==> config.mk <==
export PLATFORM = sky130hd
export DESIGN_NAME = game_step_timer
export DESIGN_NICKNAME = d
export VERILOG_FILES = /design/src/rtl/game_step_timer.sv
export SDC_FILE = /design/constraint.sdc
export NUM_CORES = 1
export LEC_CHECK = 0
export ABC_AREA = 1
export CAP_MARGIN = 30
export CORE_UTILIZATION = 58
export DETAILED_ROUTE_END_ITERATION = 10
export GPL_TIMING_DRIVEN = 0
export HOLD_SLACK_MARGIN = 0.08
export PLACE_DENSITY = 0.8
export SYNTH_ARGS = -nofsm -noshare
export SYNTH_HDL_FRONTEND = slang
export SYNTH_SLANG_ARGS = --single-unit
==> constraint.sdc <==
create_clock -name Clk -period 2.4 [get_ports Clk]
set_input_delay 0.72 -clock Clk [delete_from_list [all_inputs] [get_ports Clk]]
set_output_delay 0.72 -clock Clk [all_outputs]
set_load 0.03 [all_outputs]
==> src/rtl/game_step_timer.sv <==
// game_step_timer: paces the game by turning 1 ms ticks into Step pulses.
// Every SPEEDUP_EVERY steps the period shrinks by STEP_DEC ms, floored at MIN_PERIOD.
//
// state  | meaning
// -------+------------------------------------------------------------
// IDLE   | after reset/Restart; waits for Enable, ticks ignored
// RUN    | counting ticks while Enable stays high
// PAUSED | Enable dropped; counters, period and level frozen
module game_step_timer #(
    parameter int PERIOD_W      = 10,
    parameter int START_PERIOD  = 500,
    parameter int MIN_PERIOD    = 100,
    parameter int STEP_DEC      = 25,
    parameter int SPEEDUP_EVERY = 8
) (
    input  logic                Clk,
    input  logic                Rst,
    input  logic                Enable,
    input  logic                Restart,
    input  logic                Tick,
    output logic                Step,
    output logic [PERIOD_W-1:0] Period,
    output logic [3:0]          Level,
    output logic                AtMax
);

    localparam int SC_W = (SPEEDUP_EVERY > 1) ? $clog2(SPEEDUP_EVERY) : 1;

    localparam logic [PERIOD_W-1:0] START_P = PERIOD_W'(START_PERIOD);
    localparam logic [PERIOD_W-1:0] MIN_P   = PERIOD_W'(MIN_PERIOD);
    localparam logic [PERIOD_W-1:0] P_ONE   = PERIOD_W'(1);
    localparam logic [PERIOD_W:0]   DEC_EXT = (PERIOD_W+1)'(STEP_DEC);
    localparam logic [SC_W-1:0]     SC_LAST = SC_W'(SPEEDUP_EVERY - 1);
    localparam logic [SC_W-1:0]     SC_ONE  = SC_W'(1);
    localparam logic                AT_MAX_RST = (START_P == MIN_P);

    typedef enum logic [1:0] {
        IDLE   = 2'd0,
        RUN    = 2'd1,
        PAUSED = 2'd2
    } state_t;

    state_t              state, state_nxt;
    logic [PERIOD_W-1:0] ms_cnt, ms_nxt;
    logic [SC_W-1:0]     step_cnt, sc_nxt;
    logic [PERIOD_W-1:0] period_nxt;
    logic [3:0]          level_nxt;
    logic                step_nxt;
    logic [PERIOD_W:0]   period_diff;
    logic [PERIOD_W-1:0] period_dec;

    // Shrunk period, computed one bit wider so an underflow shows up as a set MSB.
    always_comb begin
        period_diff = {1'b0, Period} - DEC_EXT;
        if (period_diff[PERIOD_W] || (period_diff < {1'b0, MIN_P}))
            period_dec = MIN_P;
        else
            period_dec = period_diff[PERIOD_W-1:0];
    end

    // Next-state and next-datapath logic; Restart overrides everything.
    always_comb begin
        state_nxt  = state;
        ms_nxt     = ms_cnt;
        sc_nxt     = step_cnt;
        period_nxt = Period;
        level_nxt  = Level;
        step_nxt   = 1'b0;
        if (Restart) begin
            state_nxt  = IDLE;
            ms_nxt     = '0;
            sc_nxt     = '0;
            period_nxt = START_P;
            level_nxt  = '0;
        end else begin
            case (state)
                IDLE: begin
                    if (Enable) state_nxt = RUN;
                end
                RUN: begin
                    if (!Enable) begin
                        state_nxt = PAUSED;
                    end else if (Tick) begin
                        if (ms_cnt == Period - P_ONE) begin
                            ms_nxt   = '0;
                            step_nxt = 1'b1;
                            if (step_cnt == SC_LAST) begin
                                sc_nxt     = '0;
                                period_nxt = period_dec;
                                if (Level != 4'hF) level_nxt = Level + 4'd1;
                            end else begin
                                sc_nxt = step_cnt + SC_ONE;
                            end
                        end else begin
                            ms_nxt = ms_cnt + P_ONE;
                        end
                    end
                end
                PAUSED: begin
                    if (Enable) state_nxt = RUN;
                end
                default: state_nxt = IDLE;
            endcase
        end
    end

    // State and datapath registers; AtMax tracks the period being loaded.
    always_ff @(posedge Clk or posedge Rst) begin
        if (Rst) begin
            state    <= IDLE;
            ms_cnt   <= '0;
            step_cnt <= '0;
            Step     <= 1'b0;
            Period   <= START_P;
            Level    <= '0;
            AtMax    <= AT_MAX_RST;
        end else begin
            state    <= state_nxt;
            ms_cnt   <= ms_nxt;
            step_cnt <= sc_nxt;
            Step     <= step_nxt;
            Period   <= period_nxt;
            Level    <= level_nxt;
            AtMax    <= (period_nxt == MIN_P);
        end
    end

endmodule
==> flow_metrics.env <==
export IMPL_outcome="complete, no violations"
export IMPL_globalRouteOverflowTotal=0
export IMPL_critical_path_top_delay_family="buffers and inverters"
export IMPL_synth_fp_nets=339
export IMPL_dieArea_sq_mm=0.00421
export IMPL_regArea_sq_um=786
export IMPL_ctsHtreeMaxLevel=2
export IMPL_cp_end_kind="output pin"
export IMPL_final_area_sq_mm=0.00276
export IMPL_drt_pass1_iterations=5
export IMPL_tightestPinTransition_ps=503
export IMPL_vias_per_cell=5.35
export IMPL_grt_pass1_vias=1972
export IMPL_dp_hpwl_mm=3.89
export IMPL_hold_path_class="register to register"
export IMPL_hold_start="step_cnt[2]"
export IMPL_n_fill_cell=302
export IMPL_die_h_um=64.9
export IMPL_cts_sinks=31
export IMPL_avgSynthCellArea_sq_um=6.97
export IMPL_cts_hold_buf=0
export IMPL_port_buffers=20
export IMPL_synthCells=329
export IMPL_p_leak_uw=0.00134
export IMPL_multi_input_area_sq_mm=0.00136
export IMPL_die_w_um=64.9
export IMPL_layout_drive_gt1_share_pct=16.3
export IMPL_gp_congestion=0.934
export IMPL_antenna_found_initial=0
export IMPL_fp_coreArea_sq_mm=0.00372
export IMPL_worstSkewPairLatency_ps=290
export IMPL_relSlewSlack_pct=66.4
export IMPL_path_clk_slew_ps=60
export IMPL_areaGrowthSynthToFinish_pct=20.4
export IMPL_reg2reg_setup_slack_ps=110
export IMPL_cts_buffers=5
export IMPL_fmax_ghz=0.427
export IMPL_ant_nets=0
export IMPL_num_io_pins=21
export IMPL_utilization_pct=74.2
export IMPL_cts_max_path_buffers=2
export IMPL_worstReg2RegEnd="AtMax"
export IMPL_whs_path_depth=2
export IMPL_reg2reg_depth=17
export IMPL_ys_ff_latch=31
export IMPL_grt_max_degree=22
export IMPL_cts_root_buf="clkbuf_8"
export IMPL_syn_area_sq_mm=0.00229
export IMPL_num_vias=2195
export IMPL_crit_slowest_cell="clkdlybuf4s50_1"
export IMPL_track_usage_pct=27.4
export IMPL_start_kind="register"
export IMPL_critPathKind="register to output pin"
export IMPL_synth_cell_types=35
export IMPL_dp_cells=398
export IMPL_layoutNonFillerInstCount=410
export IMPL_final_cell_mix="91 x nand2_1, 43 x inv_1, 37 x nor2_1"
export IMPL_layout_min_cycle_time_ps=2340
export IMPL_synth_main_ff_cell="dfrtp_1"
export IMPL_drv_cap=0
export IMPL_setup_viol=0
export IMPL_synth_edf_count=0
export IMPL_async_flop_share_pct=100
export IMPL_wl_mm=5.21
export IMPL_diodes=0
export IMPL_drt_iter0_markers=132
export IMPL_final_common_cell="nand2_1"
export IMPL_worstPathCellList="clkdlybuf4s50_1"
export IMPL_rsz0062_at_grt="yes"
export IMPL_hold_viol=0
export IMPL_ir_drop_uv=348
export IMPL_cp_max_fo=6
export IMPL_drcViolationCount=0
export IMPL_yosysSeqAreaShare_pct=34.2
export IMPL_nets=371
export IMPL_maxSlewViolCount=0
export IMPL_critPathBufInv=1
export IMPL_crit_arrival_ps=1620
export IMPL_required_ps=1680
export IMPL_yosysWarningCount=0
export IMPL_cts_tree="done"
export IMPL_powerDensity_mw_per_mm2=392
export IMPL_placed_area_sq_mm=0.00258
export IMPL_fp_row_count=22
export IMPL_fin_crit_sh_pct=97.7
export IMPL_wl_per_cell_um=12.7
export IMPL_start_util_pct=61.7
export IMPL_hold_end="step_cnt[2]"
export IMPL_max_stage_delay_ps=700
export IMPL_grt_pass1_wl_mm=8.68
export IMPL_r2r_start="Period[0]"
export IMPL_fin_skew_ps=4.49
-- power by group --
part | internal, uW | leakage (uW) | switching (uW)
logic | 29.9 | 0.000885 | 54.3
registers | 532 | 0.000407 | 11.1
clock network | 261 | 0.0000515 | 194
total | 823 | 0.00134 | 259
-- routing by layer --
layer | wire, um | global-route usage, % | share of wire, % | vias up
met4 | 101 | 10.6 | 1.9 | 0
met5 | 0 | 0 | 0 | -
met3 | 278 | 5.11 | 5.3 | 9
li1 | - | - | - | 1115
met2 | 2430 | 44.7 | 47 | 61
met1 | 2400 | 35.7 | 46 | 1010
-- cell families (layout without fill, tap and decap cells) --
kind of cell	count (synthesis)	after routing	share of synthesized area, %
buffers and inverters	51	83	8.79
AO/OA/AOI/OAI	26	26	6.66
flip-flops	31	31	34.2
adder cells (fa/ha/maj)	5	5	2.73
XOR/XNOR	13	13	4.97
AND/OR/NAND/NOR	203	204	42.7
-- Yosys cell counts, types with 5 or more instances --
cell | instances | area (sq um)
a21oi_1 | 11 | 55.1
ha_1 | 5 | 62.6
dfrtp_1 | 25 | 626
nor2_4 | 6 | 67.6
nor2_2 | 6 | 37.5
inv_1 | 43 | 161
nand2_2 | 8 | 50.1
xor2_1 | 11 | 96.3
nor2_1 | 38 | 143
nand3_1 | 30 | 150
nand2_1 | 91 | 342
o21ai_0 | 7 | 35.0
dfstp_2 | 6 | 158
nand4_1 | 5 | 31.3
-- cell type report --
class	instances	area share [%]
Buffer	3	0.726
Clock buffer	8	3.63
Inverter	48	6.67
Multi-Input combinational cell	248	49.3
Sequential cell	31	28.5
Tap cell	48	2.18
Timing Repair Buffer	24	9.07
-- how the worst max path moves through the flow --
stage | start | endpoint | slack (ps) | cells after the start
floorplan | Period[0] | AtMax | 70 | 15
global placement | Enable | ms_cnt[8] | -460 | 10
detailed placement | Enable | ms_cnt[8] | -550 | 10
CTS | Period[0] | AtMax | 6 | 15
global route | Period[0] | AtMax | -70 | 18
finish | Period[2] | Period[2] | 60 | 1
-- stage by stage --
step	hold WS, ps	setup slack [ps]	total power [uW]	TNS (ps)
after global placement	498	-463	628	-3090
after detailed placement	509	-554	634	-4070
after floorplan	482	73.6	605	0
after CTS	525	5.97	1090	0
final	518	55.9	1080	0
after global routing	557	-71.0	1120	-97.7
-- registers in the layout (all words and copies together) (netlist names) --
register / flops
AtMax: 1
Level: 4
Period: 10
Step: 1
ms_cnt: 10
state: 2
step_cnt: 3
-- timing repair --
action                                  in CTS  in global routing
pin swaps                                    0                  3
endpoints found under the setup margin       7                 15
setup buffers                                0                  3
cloned                                       0                  1
resized for setup                            3                  8
Note: power is estimated with default switching activity, not from simulation.
==> edit (same settings) <==
Change the parameter `STEP_DEC` from 25 to 24.
--- a/src/rtl/game_step_timer.sv
+++ b/src/rtl/game_step_timer.sv
@@ -11,5 +11,5 @@
     parameter int START_PERIOD  = 500,
     parameter int MIN_PERIOD    = 100,
-    parameter int STEP_DEC      = 25,
+    parameter int STEP_DEC      = 24,
     parameter int SPEEDUP_EVERY = 8
 ) (
Formal check against the unedited RTL: no difference found for any inputs over 10 cycles, from zero or initial values and one cycle with Rst high; that may be too few to reach the edited logic, so the function may still have changed.
==> edit against the original RTL <==
  * Sequential power shrank 0.7%
  * Wire length is 9.6% lower
  * Die area down 6.8%
  * Global-route usage down 1.4 points
  * Cell count is 6.1% lower
  * Synthesized cell count down 7.3%
  * Sequential cell count did not move
  * Cell area fell by 7.4%
  * Area after synthesis down 7.0%
  * Clock skew is 0.0030 ns higher
  * Power down 12%
  * Non-clock buffer count grew 1
  * Worst setup slack lost 0.018 ns
  * Critical path type unchanged
==> edit: results <==
set metrics [dict create \
    met2_usage_pct 42.66 \
    gr-usage-all-layers_pct 26.02 \
    synth_xor_area_share_pct 5.692 \
    first_iter_violations 152 \
    r2r_slack_ns 0.15 \
    syn_nets 318 \
    yosys-top-cells-area "dfrtp_1, nand2_1, dfstp_2" \
    p_leak_uw 0.001311 \
    routed_wl_mm 4.708 \
    use_met3_pct 4.380 \
    dp.final_hpwl_mm 3.595 \
    hold_slack_ns 0.5140 \
    fin_skew_ns 0.007466 \
    grtUsageMet1_pct 34.86 \
    grt_max_degree 17 \
    viasPerCell 5.208 \
    numPlacedInstances 372 \
    peakVddDrop_uv 401.9 \
    num-fill-cells 258 \
    clk_pin_slew_worst_paths_ns 0.09 \
    cp.arrival_ns 1.64 \
    drt_first_pass_iters 4 \
    post_synth.cell_area_avg_sq_um 6.990 \
    io_buffers 20 \
    synth-compound-area-share_pct 6.514 \
    worst_pin_slew_ns 0.6771 \
    cpMaxStageDelayCell "clkdlybuf4s50_1" \
    root_buffer "clkbuf_4" \
    grt_pass1_wl_mm 8.004 \
    wl_per_cell_um 12.23 \
    clk_latency_ns 0.34 \
    synth_commonest_cells "nand2_1, inv_1, nor2_1, dfrtp_1, nand3_1" \
    status "finished clean" \
    num-nets-final 351 \
    yosysSeqAreaShare_pct 36.74 \
    post_synth_num_cell_types 32 \
    grt_pass1_vias 1814 \
]
==> edit: cell count changes in the layout (fill, tap and decap cells not counted), sizes merged, moves of 4 or more <==
| cell | change |
|---|---|
| nand3 | -9 |
| nand2 | +5 |
| nand3b | -4 |
| a21oi | -10 |
| nor2 | -15 |
==> edit: what timing repair did <==
action	in CTS	in global routing
hold buffers	0	0
resized for setup	0	13
endpoints found under the setup margin	0	10
setup buffers	0	5
==> edit: worst paths after layout <==
check                            start     endpoint  cells after the start
setup / recovery             Period[6]    Period[6]                      1
hold / removal             step_cnt[1]  step_cnt[1]                      1
setup reg to reg             Period[4]        AtMax                     14
hold reg to reg            step_cnt[1]  step_cnt[1]                      1
max in group asynchronous          Rst    Period[7]                      3
min in group asynchronous          Rst     state[0]                      2
==> edit: metrics by stage <==
step	TNS, ns	cell area, sq um	util [%]	setup slack, ns
6_report	0	2555	74.80	0.03782
5_1_grt	-0.06866	2555	74.80	-0.03725
4_1_cts	0	2477	72.53	0.01171
3_5_place_dp	-0.3064	2417	70.77	-0.1038
3_3_place_gp	-0.2806	2390	69.96	-0.08990
2_1_floorplan	0	2132	-	0.2448
==> edit: final cells by class <==
cell class | instances | share of cell area [%]
clock buffer | 7 | 2.155
tap | 46 | 2.253
clock inverter | 1 | 0.1959
buffer | 2 | 0.3918
multi-input combinational | 223 | 46.38
timing repair buffer | 26 | 10.58
inverter | 49 | 7.297
sequential | 31 | 30.75
==> edit: report_power, final <==
group          internal, uW  switching, uW
registers               531           8.65
clock network           142            177
logic                  33.8           56.7
total                   706            242
==> edit: metal layers <==
metal / wire length (um) / up-vias
met1: 2095 / 927
met2: 2260 / 45
li1: - / 1025
met5: 0 / -
met4: 72 / 0
met3: 279 / 8
